==> config.mk <==
export PLATFORM = sky130hd
export DESIGN_NAME = timing_sequencer
export DESIGN_NICKNAME = d
export VERILOG_FILES = /design/src/rtl/timing_pkg.sv /design/src/rtl/timing_sequencer_wait_timer.sv /design/src/rtl/timing_sequencer.sv
export SDC_FILE = /design/constraint.sdc
export NUM_CORES = 1
export LEC_CHECK = 0
export ABC_AREA = 0
export CAP_MARGIN = 15
export CELL_PAD_IN_SITES_DETAIL_PLACEMENT = 1
export CELL_PAD_IN_SITES_GLOBAL_PLACEMENT = 2
export CORE_UTILIZATION = 14
export CTS_CLUSTER_DIAMETER = 100
export CTS_CLUSTER_SIZE = 20
export DETAILED_ROUTE_END_ITERATION = 12
export PLACE_DENSITY_LB_ADDON = 0.25
export SYNTH_ARGS = -nofsm -noshare
export SYNTH_HDL_FRONTEND = slang
export SYNTH_SLANG_ARGS = --single-unit
==> constraint.sdc <==
create_clock -name clk -period 1.48 [get_ports clk]
set_input_delay 0.222 -clock clk [delete_from_list [all_inputs] [get_ports clk]]
set_output_delay 0.222 -clock clk [all_outputs]
set_load 0.01 [all_outputs]
==> src/rtl/timing_pkg.sv <==
// Shared types and helpers for the timing sequencer: FSM state encoding,
// default widths and the one-hot decoder used for both T and D lines.
package timing_pkg;

  typedef enum logic [1:0] {
    RUN  = 2'd0,
    WAIT = 2'd1,
    HALT = 2'd2
  } state_t;

  localparam int DEF_SC_WIDTH  = 4;
  localparam int DEF_OPC_WIDTH = 3;

  // Widest index the shared decoder supports; callers truncate the result.
  localparam int DEC_IDX_W = 8;
  localparam int DEC_LINES = 2 ** DEC_IDX_W;

  function automatic logic [DEC_LINES-1:0] onehot(input logic [DEC_IDX_W-1:0] idx);
    logic [DEC_LINES-1:0] v;
    v      = '0;
    v[idx] = 1'b1;
    return v;
  endfunction

endpackage

==> src/rtl/timing_sequencer_wait_timer.sv <==
// Wait-state timer: counts missing-ready cycles while a memory access is
// stalled and pulses timeout on the MAX_WAIT-th one.
module wait_timer #(
  parameter int MAX_WAIT = 8
) (
  input  logic clk,
  input  logic rst_n,
  input  logic clear,
  input  logic start,
  output logic timeout
);

  localparam int CW = $clog2(MAX_WAIT);

  logic [CW-1:0] cnt;

  // NOTE: sequential state is written with non-blocking assignments only, so
  // every register samples the pre-edge value of every other register.
  always_ff @(posedge clk or negedge rst_n) begin
    if (!rst_n)     cnt <= '0;
    else if (clear) cnt <= '0;
    else if (start) cnt <= cnt + CW'(1);
  end

  // The counter never reaches MAX_WAIT: the owner leaves WAIT on this pulse.
  assign timeout = start && (cnt == CW'(MAX_WAIT - 1));

endmodule

==> src/rtl/timing_sequencer.sv <==
// Sequence counter, T/D decoders, interrupt flag R and RUN/WAIT/HALT control.
// Define TIMING_WAIT_STATE_EN to build the memory wait-state handshake.
module timing_sequencer
  import timing_pkg::*;
#(
  parameter int SC_WIDTH  = DEF_SC_WIDTH,
  parameter int OPC_WIDTH = DEF_OPC_WIDTH,
  parameter int MAX_WAIT  = 8
) (
  input  logic                    clk,
  input  logic                    rst_n,
  input  logic                    inc,
  input  logic                    clr,
  input  logic                    halt_req,
  input  logic                    run,
  input  logic                    mem_req,
  input  logic                    mem_ready,
  input  logic                    ien,
  input  logic                    fgi,
  input  logic                    fgo,
  input  logic [OPC_WIDTH-1:0]    opcode,
  output logic [2**SC_WIDTH-1:0]  t,
  output logic [2**OPC_WIDTH-1:0] d,
  output logic [SC_WIDTH-1:0]     count,
  output logic                    r,
  output logic                    stall,
  output logic                    halted,
  output logic                    overflow,
  output logic                    bus_err
);

  localparam int NUM_T = 2 ** SC_WIDTH;
  localparam int NUM_D = 2 ** OPC_WIDTH;

  state_t              state, state_n;
  logic [SC_WIDTH-1:0] count_n;
  logic                r_n, ovf_n, berr_n;
  logic                mem_stall;
  logic                advance;

`ifdef TIMING_WAIT_STATE_EN
  logic timeout;

  assign mem_stall = (state == RUN) && mem_req && !mem_ready;
  assign stall     = (state == WAIT) || mem_stall;

  wait_timer #(.MAX_WAIT(MAX_WAIT)) u_wait_timer (
    .clk     (clk),
    .rst_n   (rst_n),
    .clear   (state != WAIT),
    .start   ((state == WAIT) && !mem_ready),
    .timeout (timeout)
  );
`else
  logic unused_mem;

  assign unused_mem = ^{mem_req, mem_ready, MAX_WAIT >= 2};
  assign mem_stall  = 1'b0;
  assign stall      = 1'b0;
`endif

  // NOTE: every always_comb output gets a default first so no path leaves it
  // unassigned, which would otherwise infer a latch.
  always_comb begin
    state_n = state;
    count_n = count;
    r_n     = r;
    ovf_n   = overflow;
    berr_n  = bus_err;
    advance = 1'b0;

    case (state)
      RUN: begin
        if (halt_req) begin
          state_n = HALT;
          count_n = '0;
        end else if (mem_stall) begin
          state_n = WAIT;
        end else begin
          advance = 1'b1;
        end
      end
`ifdef TIMING_WAIT_STATE_EN
      WAIT: begin
        if (mem_ready) begin
          state_n = RUN;
          advance = 1'b1;
        end else if (timeout) begin
          state_n = HALT;
          count_n = '0;
          berr_n  = 1'b1;
        end
      end
`endif
      HALT: begin
        count_n = '0;
        if (run && !halt_req) state_n = RUN;
      end
      default: begin
        state_n = RUN;
        count_n = '0;
      end
    endcase

    // clr beats inc; a wrap without clr is remembered until reset.
    if (advance) begin
      if (clr) begin
        count_n = '0;
      end else if (inc) begin
        count_n = count + SC_WIDTH'(1);
        if (count == '1) ovf_n = 1'b1;
      end
    end

    if ((state == RUN) && !mem_stall) begin
      if (!r && (count >= SC_WIDTH'(3)) && ien && (fgi || fgo)) r_n = 1'b1;
      else if (r && clr)                                        r_n = 1'b0;
    end
  end

  always_ff @(posedge clk or negedge rst_n) begin
    if (!rst_n) begin
      state    <= RUN;
      count    <= '0;
      r        <= 1'b0;
      overflow <= 1'b0;
      bus_err  <= 1'b0;
    end else begin
      state    <= state_n;
      count    <= count_n;
      r        <= r_n;
      overflow <= ovf_n;
      bus_err  <= berr_n;
    end
  end

  assign halted = (state == HALT);
  assign t      = halted ? '0 : NUM_T'(onehot(DEC_IDX_W'(count)));
  assign d      = NUM_D'(onehot(DEC_IDX_W'(opcode)));

endmodule

==> qor.yml, run 1 <==
power_and_ir_drop:
  sw_frac_of_total_pct: 24.82
  clkPwrFrac_pct: 46.4
  power_frac_comb_pct: 20.5
  peakVddDrop_v: 0.0002493
  power_frac_seq_pct: 33.1
  netSwitchingPower_w: 0.0001476
  powerDensity_nw_per_um2: 497.7
  power_w: 0.0005947
  p_leak_nw: 0.5837
  p_int_w: 0.0004471
layout:
  n_antenna_cell: 0
  multi_input_area_sq_um: 450.4
  final_layout_size_suffix_gt1_share_pct: 51.20
  area_growth_pct: 123.7
  final_nets: 144
  seq_area_sq_um: 175.2
  nFillCells: 456
  instances_no_fill: 173
placement:
  port_buffers: 42
  numPlacedInstances: 166
  routabilityCongestion: 0.6636
  dp_hpwl_um: 1686
  post-place-ws_ns: -0.3957
logic_synthesis:
  ys_seq_area_share_pct: 32.79
  yosys-top-cells-area: "dfrtp_1 33%, nor2_1 15%, ha_1 9.4%"
  async_flop_share_pct: 100.0
  ys_ff_latch: 7
  synth.distinct_cells: 22
  synth_top_area_share_pct: 32.79
  yosys-top-cells-count: "21 x nor2_1, 7 x dfrtp_1, 7 x nand2_1"
  ys_warn_count: 0
  syn_inst: 68
  synth-edff-count: 0
  synth_area_leader_cell: "dfrtp_1"
  syn_avg_cell_area_sq_um: 7.857
  ys.flop_type: "dfrtp_1"
  yosysMostFrequentCell: "nor2_1"
  mappedNetlistArea_sq_um: 534.3
detailed_routing:
  drc: 0
  ant_nets: 0
  dr.first_iter.drc_count: 5
  num_vias: 676
  firstDrtPassIters: 4
  wl_per_cell_um: 11.92
  routed_via_density: 3.908
  finalWirelength_um: 2062
critical_path:
  worst_setup_path_start_kind: "flop"
  required_ns: 1.26
  r2r_slack_ns: 0.23
  crit_fanout: 4
  crit_end: "t[9]"
  cp.arrival_ns: 1.32
  crit_start: "count[0]"
  r2r-end: "overflow"
  r2r_cells: 3
  crit_path_end_kind: "output pin"
  timing.rr.start: "state[1]"
  timing.setup.critical_path_class: "flop to output pin"
floorplanning:
  start_util_pct: 14.59
  die_area_sq_um: 4067
  core_area_sq_um: 3661
  chipHeight_um: 63.78
  io-pin-count: 47
  die_w_um: 63.78
  num_rows: 22
clocking:
  cts_buffer_depth: 2
  cts_sinks: 7
  numCtsBuffers: 3
  clk_pin_slew_ns: 0.04
  h-tree-depth: 1
  cts_root_buf: "clkbuf_8"
  cts_tree: "done"
  clock_latency_ns: 0.23
sta:
  drv_slew: 0
  fin_skew_ns: 0.004626
  fin_ws_ns: -0.05830
  fmax_ghz: 0.6501
  finalHoldViolations: 0
  finalCriticalPeriod_ns: 1.538
  setup_viol: 6
  rsz0062_at_grt: "true"
  layout_worst_path_cycle_share_pct: 103.9
global_routing:
  first_global_vias: 672
  grt_pass1_wl_um: 3408
  gr-total-overflow: 0
  grt_max_degree: 9
  globalRouteTotalUtil_pct: 10.77
  antenna_found_initial: 0
hold_path:
  min_path_type: "input pin to asynchronous set/reset pin"
outcome:
  status: "finished with violations"
  violations: "negative setup slack"
job:
  cap_viol_max_count: 0
## through the flow
step           util [%]  area, sq um  TNS [ns]  hold slack, ns
2_1_floorplan         -        538.0         0        -0.07359
3_3_place_gp      29.26         1071    -4.543          0.4601
3_5_place_dp      29.26         1071    -5.169          0.4563
4_1_cts           30.18         1105   -0.8248          0.2837
5_1_grt           32.64         1195   -0.7931          0.2909
6_report          32.64         1195   -0.2095          0.2713
## placed cells by master, fill, tap and decap left out, drive strengths merged, types with 2 or more instances in the layout
| cell | synthesis | final |
|---|---|---|
| clkdlybuf4s15 | 0 | 3 |
| clkbuf | 0 | 6 |
| dfrtp | 7 | 7 |
| or2 | 2 | 2 |
| inv | 4 | 4 |
| nand2 | 7 | 7 |
| clkdlybuf4s50 | 0 | 15 |
| buf | 2 | 26 |
| and3b | 2 | 2 |
| nor3b | 3 | 3 |
| xor2 | 2 | 2 |
| nand2b | 2 | 2 |
| nor2 | 21 | 21 |
| ha | 4 | 4 |
| dlygate4sd2 | 0 | 7 |
| conb | 1 | 2 |
| nor3 | 2 | 2 |
## worst min-delay path by stage
| stage | startpoint | end | slack, ns | cells after the start |
|---|---|---|---|---|
| 6_report | rst_n | count[1] | 0.27 | 1 |
| 5_1_grt | rst_n | count[1] | 0.29 | 1 |
| 4_1_cts | rst_n | count[1] | 0.28 | 1 |
| 3_5_place_dp | overflow | overflow | 0.46 | 2 |
| 3_3_place_gp | overflow | overflow | 0.46 | 2 |
| 2_1_floorplan | rst_n | count[0] | -0.07 | 0 |
## worst max-delay path, cell delays in order, from the launching register on
cell,delay [ns]
dfrtp_1,0.40
buf_6,0.15
buf_6,0.11
ha_4,0.15
nand2_4,0.09
nor2_1,0.05
buf_2,0.13
## cell type report
cell class	instances	share of cell area [%]
timing repair buffer	54	36.75
tap	48	5.026
clock buffer	4	3.770
multi-input combinational	56	37.70
sequential	7	14.66
inverter	4	2.094
## cell families after synthesis
group                      Yosys count  synth area share (%)
AOI/OAI and AO/OA                    4                 6.559
xor gates and xnor gates             3                 4.919
adders and majority gates            4                 9.368
buffers and inverters                6                 5.619
DFF                                  7                 32.79
muxes                                1                 1.874
other                                1                0.7019
and+or+nand+nor                     42                 38.18
## registers in the layout, indices dropped and copies added, names as in the netlist
register  count
r             1
count         4
overflow      1
state         1
## routing by layer
metal / track usage (%) / up-vias / part of all wire, %
met3: 2.500 / 4 / 5.4
met5: 0 / - / 0
met1: 13.26 / 314 / 43
met2: 18.35 / 25 / 50
li1: - / 333 / -
met4: 3.409 / 0 / 1.0
## what timing repair did
action | in CTS | in global routing
buffers inserted | 2 | 1
hold buffers | 0 | 0
pin swaps | 10 | 6
resized for setup | 86 | 34
endpoints found under the setup margin | 27 | 17
## power groups by stage
stage	clock [W]	combinational [W]	sequential [W]
finish	0.000276	0.000122	0.000197
global route	0.000292	0.000131	0.000197
CTS	0.000283	0.000115	0.000197
detailed placement	0	0.000115	0.000199
global placement	0	0.000113	0.000199
floorplan	0	0.0000356	0.000201
(Power assumes the default switching activity.)
==> run 2, diff against run 1 <==
--- a/config.mk
+++ b/config.mk
@@ -17,3 +17,4 @@
 export SYNTH_ARGS = -nofsm -noshare
 export SYNTH_HDL_FRONTEND = slang
 export SYNTH_SLANG_ARGS = --single-unit
+export TNS_END_PERCENT = 1
==> qor.yml, run 2 (synthesis results as in run 1) <==
outcome:
  status: "finished with violations"
  violations: "negative setup slack"
critical_path:
  crit_fanout: 4
  cp.arrival_ns: 1.30
  crit_path_end_kind: "output pin"
  timing.setup.critical_path_class: "flop to output pin"
  worst_setup_path_start_kind: "flop"
  required_ns: 1.26
clocking:
  cts_buffer_depth: 2
  h-tree-depth: 1
  cts_tree: "done"
  clk_pin_slew_ns: 0.04
  clock_latency_ns: 0.23
  numCtsBuffers: 3
  cts_root_buf: "clkbuf_8"
  cts_sinks: 7
detailed_routing:
  dr.first_iter.drc_count: 11
  drc: 0
  ant_nets: 0
  routed_via_density: 3.919
  finalWirelength_um: 2067
  num_vias: 678
  firstDrtPassIters: 4
  wl_per_cell_um: 11.95
placement:
  port_buffers: 42
  place_area_sq_um: 1071
  routabilityCongestion: 0.6636
  dp_hpwl_um: 1686
global_routing:
  first_global_vias: 667
  antenna_found_initial: 0
  busiest_layer: "met2"
  gr-total-overflow: 0
  globalRouteMet2Util_pct: 18.22
  met1_usage_pct: 13.04
  use_met3_pct: 2.500
  grt_max_degree: 9
  grt_pass1_wl_um: 3360
  globalRouteTotalUtil_pct: 10.66
layout:
  final_nets: 144
  multi_input_area_sq_um: 420.4
  largest_register: "count"
  seq_area_sq_um: 175.2
  area_growth_pct: 119.9
  final_common_cell: "clkdlybuf4s50_1"
  nFillCells: 457
  final_cell_mix: "16 x clkdlybuf4s50_1, 15 x nor2_1, 13 x buf_2"
  largest_reg_flops: 4
  fin_area_sq_um: 1175
  final_layout_size_suffix_gt1_share_pct: 45.60
  n_antenna_cell: 0
sta:
  layout_worst_path_cycle_share_pct: 102.8
  rsz0062_at_grt: "true"
  drv_slew: 0
  fin_ws_ns: -0.04193
  setup_viol: 6
  finalHoldViolations: 0
  fin_skew_ns: 0.004409
  finalCriticalPeriod_ns: 1.522
  fmax_ghz: 0.6571
hold_path:
  min_path_type: "input pin to asynchronous set/reset pin"
power_and_ir_drop:
  power_w: 0.0005911
  peakVddDrop_v: 0.0002468
  p_leak_nw: 0.5712
  powerDensity_nw_per_um2: 503.1
floorplanning:
  die_w_um: 63.78
  core_area_sq_um: 3661
  start_util_pct: 14.59
  io-pin-count: 47
  die_area_sq_um: 4067
  num_rows: 22
  chipHeight_um: 63.78
job:
  cap_viol_max_count: 0
## run 2: cell count changes in the layout (fill, tap and decap cells not counted), moves of 2 or more
| cell | change |
|---|---|
| inv_4 | +2 |
| nor2_2 | -6 |
| nand2_4 | -2 |
| nor2_1 | +6 |
| nand2_2 | +2 |
| inv_6 | -2 |
## run 2: cell type report
class / count / share of cell area, %
tap: 48 / 5.112
timing repair buffer: 54 / 38.66
clock buffer: 4 / 3.834
inverter: 4 / 1.704
sequential: 7 / 14.91
multi-input combinational: 56 / 35.78
## run 2: power by group
part / internal, W / total [W] / switching [W]
clock: 0.000187 / 0.000274 / 0.0000868
combinational: 0.0000658 / 0.000121 / 0.0000550
sequential: 0.000195 / 0.000197 / 0.00000184
## run 2: path summary, 6_finish.rpt
check / to / depth (start not counted) / slack, ns / from
worst max-delay path: t[13] / 6 / -0.04 / count[0]
worst min-delay path: count[1] / 1 / 0.27 / rst_n
max in group asynchronous: state[1] / 1 / 0.95 / rst_n
worst min register to register: overflow / 2 / 0.47 / overflow
min in group clk: overflow / 2 / 0.47 / overflow
worst max register to register: overflow / 3 / 0.23 / state[1]
## run 2: worst max-delay path: stages (launching register included)
cell and delay, ns:
dfrtp_1 0.40, buf_6 0.14, buf_6 0.11, ha_4 0.15
nand2_4 0.09, nor2_1 0.04, buf_2 0.14
## run 2: routing by layer
metal  vias up  part of all wire, %
li1        332                    -
met3         4                  5.4
met2        25                   50
met5         -                    0
met1       317                   44
met4         0                  1.0
## run 2: per-stage QoR
| step | TNS (ns) | hold slack, ns | instances | worst slack (ns) | util, % |
|---|---|---|---|---|---|
| final | -0.1690 | 0.2698 | 173 | -0.04193 | 32.09 |
| after CTS | -1.203 | 0.2837 | 172 | -0.1071 | 29.60 |
| after detailed placement | -5.169 | 0.4563 | 166 | -0.3957 | 29.26 |
| after floorplan | 0 | -0.07359 | 69 | 0.2873 | - |
| after global routing | -1.059 | 0.2909 | 173 | -0.09861 | 32.09 |
| after global placement | -4.543 | 0.4601 | 166 | -0.3092 | 29.26 |
## run 2: what timing repair did
action,CTS,global route
setup buffers,2,1
gates resized for setup,75,31
gates cloned,0,0
hold buffers,0,0
pin swaps,7,6
setup endpoints to repair,27,18
==> run 3, diff against run 2 <==
--- a/config.mk
+++ b/config.mk
@@ -14,6 +14,7 @@
 export CTS_CLUSTER_SIZE = 20
 export DETAILED_ROUTE_END_ITERATION = 12
 export PLACE_DENSITY_LB_ADDON = 0.25
+export REMOVE_ABC_BUFFERS = 1
 export SYNTH_ARGS = -nofsm -noshare
 export SYNTH_HDL_FRONTEND = slang
 export SYNTH_SLANG_ARGS = --single-unit
==> qor.yml, run 3 (synthesis results as in run 1) <==
outcome:
  status: "finished with violations"
  violations: "negative setup slack"
hold_path:
  min_path_type: "input pin to asynchronous set/reset pin"
sta:
  rsz0062_at_grt: "true"
  fin_skew_ns: 0.004050
  finalHoldViolations: 0
  fmax_ghz: 0.6718
  layout_worst_path_cycle_share_pct: 100.6
  finalCriticalPeriod_ns: 1.489
  finalSetupTns_ns: -0.01106
  holdWs_ns: 0.2647
  setup_viol: 3
  drv_slew: 0
  fin_ws_ns: -0.008513
critical_path:
  cp_num_buf_inv: 3
  path_cells: "buf_6 -> inv_2 -> ha_2 -> nand2_2 -> nor2_1 -> buf_2"
  cpPeakStageDelay_ns: 0.39
  crit_path_top_delay_cell: "dfrtp_1"
  cp.arrival_ns: 1.27
  cp_top_family: "flip-flops"
  required_ns: 1.26
  worst_setup_path_start_kind: "flop"
  crit_path_end_kind: "output pin"
  timing.setup.critical_path_class: "flop to output pin"
  crit_fanout: 4
power_and_ir_drop:
  clkPwrFrac_pct: 46.4
  p_int_w: 0.0004392
  power_frac_seq_pct: 34.6
  power_frac_comb_pct: 18.9
  p_leak_nw: 0.5677
  powerDensity_nw_per_um2: 526.8
  sw_frac_of_total_pct: 22.71
  peakVddDrop_v: 0.0004258
  netSwitchingPower_w: 0.0001290
detailed_routing:
  dr.first_iter.drc_count: 15
  firstDrtPassIters: 3
  ant_nets: 0
  routed_via_density: 3.821
  finalWirelength_um: 1965
  wl_per_cell_um: 11.36
  drc: 0
  num_vias: 661
floorplanning:
  die_area_sq_um: 4067
  chipHeight_um: 63.78
  start_util_pct: 14.59
  num_rows: 22
  io-pin-count: 47
  core_area_sq_um: 3661
  die_w_um: 63.78
global_routing:
  globalRouteTotalUtil_pct: 9.861
  grt_pass1_wl_um: 3146
  gr-total-overflow: 0
  grt_max_degree: 9
  antenna_found_initial: 0
  first_global_vias: 656
layout:
  largest_reg_flops: 4
  area_growth_pct: 101.9
  final_nets: 144
  final_layout_size_suffix_gt1_share_pct: 40.80
  fin_area_sq_um: 1079
  final_cell_mix: "20 x nor2_1, 14 x buf_2, 13 x clkdlybuf4s50_1"
  largest_register: "count"
  final_common_cell: "nor2_1"
  nFillCells: 457
  n_antenna_cell: 0
clocking:
  hold_buffers: 0
  clock_latency_ns: 0.22
  cts_sinks: 7
  cts_root_buf: "clkbuf_8"
  numCtsBuffers: 3
  clk_pin_slew_ns: 0.04
  cts_buffer_depth: 2
  h-tree-depth: 1
  cts_tree: "done"
placement:
  routabilityCongestion: 0.7133
  place_area_sq_um: 1086
  port_buffers: 42
  post-place-ws_ns: -0.3525
  dp_hpwl_um: 1632
job:
  cap_viol_max_count: 0
run 3: cell types whose count changed in the layout (fill, tap and decap cells not counted), moves of 3 or more:
cell / change
clkbuf_2: +4
clkdlybuf4s15_2: -4
ha_4: -3
clkdlybuf4s50_1: -3
nor2_1: +5
nor2_2: -5
run 3: area by class of cell:
class	instances	area, sq um	share of cell area (%)
timing repair buffer	54	417.9	38.75
multi-input combinational	56	365.4	33.87
sequential	7	175.2	16.24
tap	48	60.06	5.568
clock buffer	4	45.04	4.176
inverter	4	15.01	1.392
run 3: per-layer routing:
metal	GRT usage (%)	wire [um]
met5	0	0
met4	3.409	8
met3	1.250	97
met2	17.02	1002
met1	12.49	857
run 3: per-stage QoR:
stage	std cells	util (%)	power, W
CTS	173	29.84	0.0005820
global route	173	29.46	0.0006019
detailed placement	168	29.67	0.0003143
floorplan	67	-	0.0002327
finish	173	29.46	0.0005682
global placement	168	29.67	0.0003128
run 3: path summary, 6_finish.rpt:
check	startpoint	endpoint	slack, ns	cells past startpoint
min	rst_n	count[1]	0.26	1
max in group asynchronous	rst_n	r	0.97	1
max reg2reg	state[1]	overflow	0.27	3
min in group clk	overflow	overflow	0.48	2
min reg2reg	overflow	overflow	0.48	2
max	count[0]	t[12]	-0.009	6
run 3: power by group through the flow:
| stage | Clock (W) | Combinational (W) | Sequential (W) |
|---|---|---|---|
| 2_1_floorplan | 0 | 0.0000317 | 0.000201 |
| 3_3_place_gp | 0 | 0.000114 | 0.000199 |
| 3_5_place_dp | 0 | 0.000115 | 0.000199 |
| 4_1_cts | 0.000273 | 0.000112 | 0.000197 |
| 5_1_grt | 0.000287 | 0.000118 | 0.000197 |
| 6_report | 0.000264 | 0.000108 | 0.000197 |
run 3: repair_timing:
item                                    CTS  global route
resized for setup                        79            17
pin swaps                                 8             3
endpoints found under the setup margin   27            22
setup buffers                             1             0
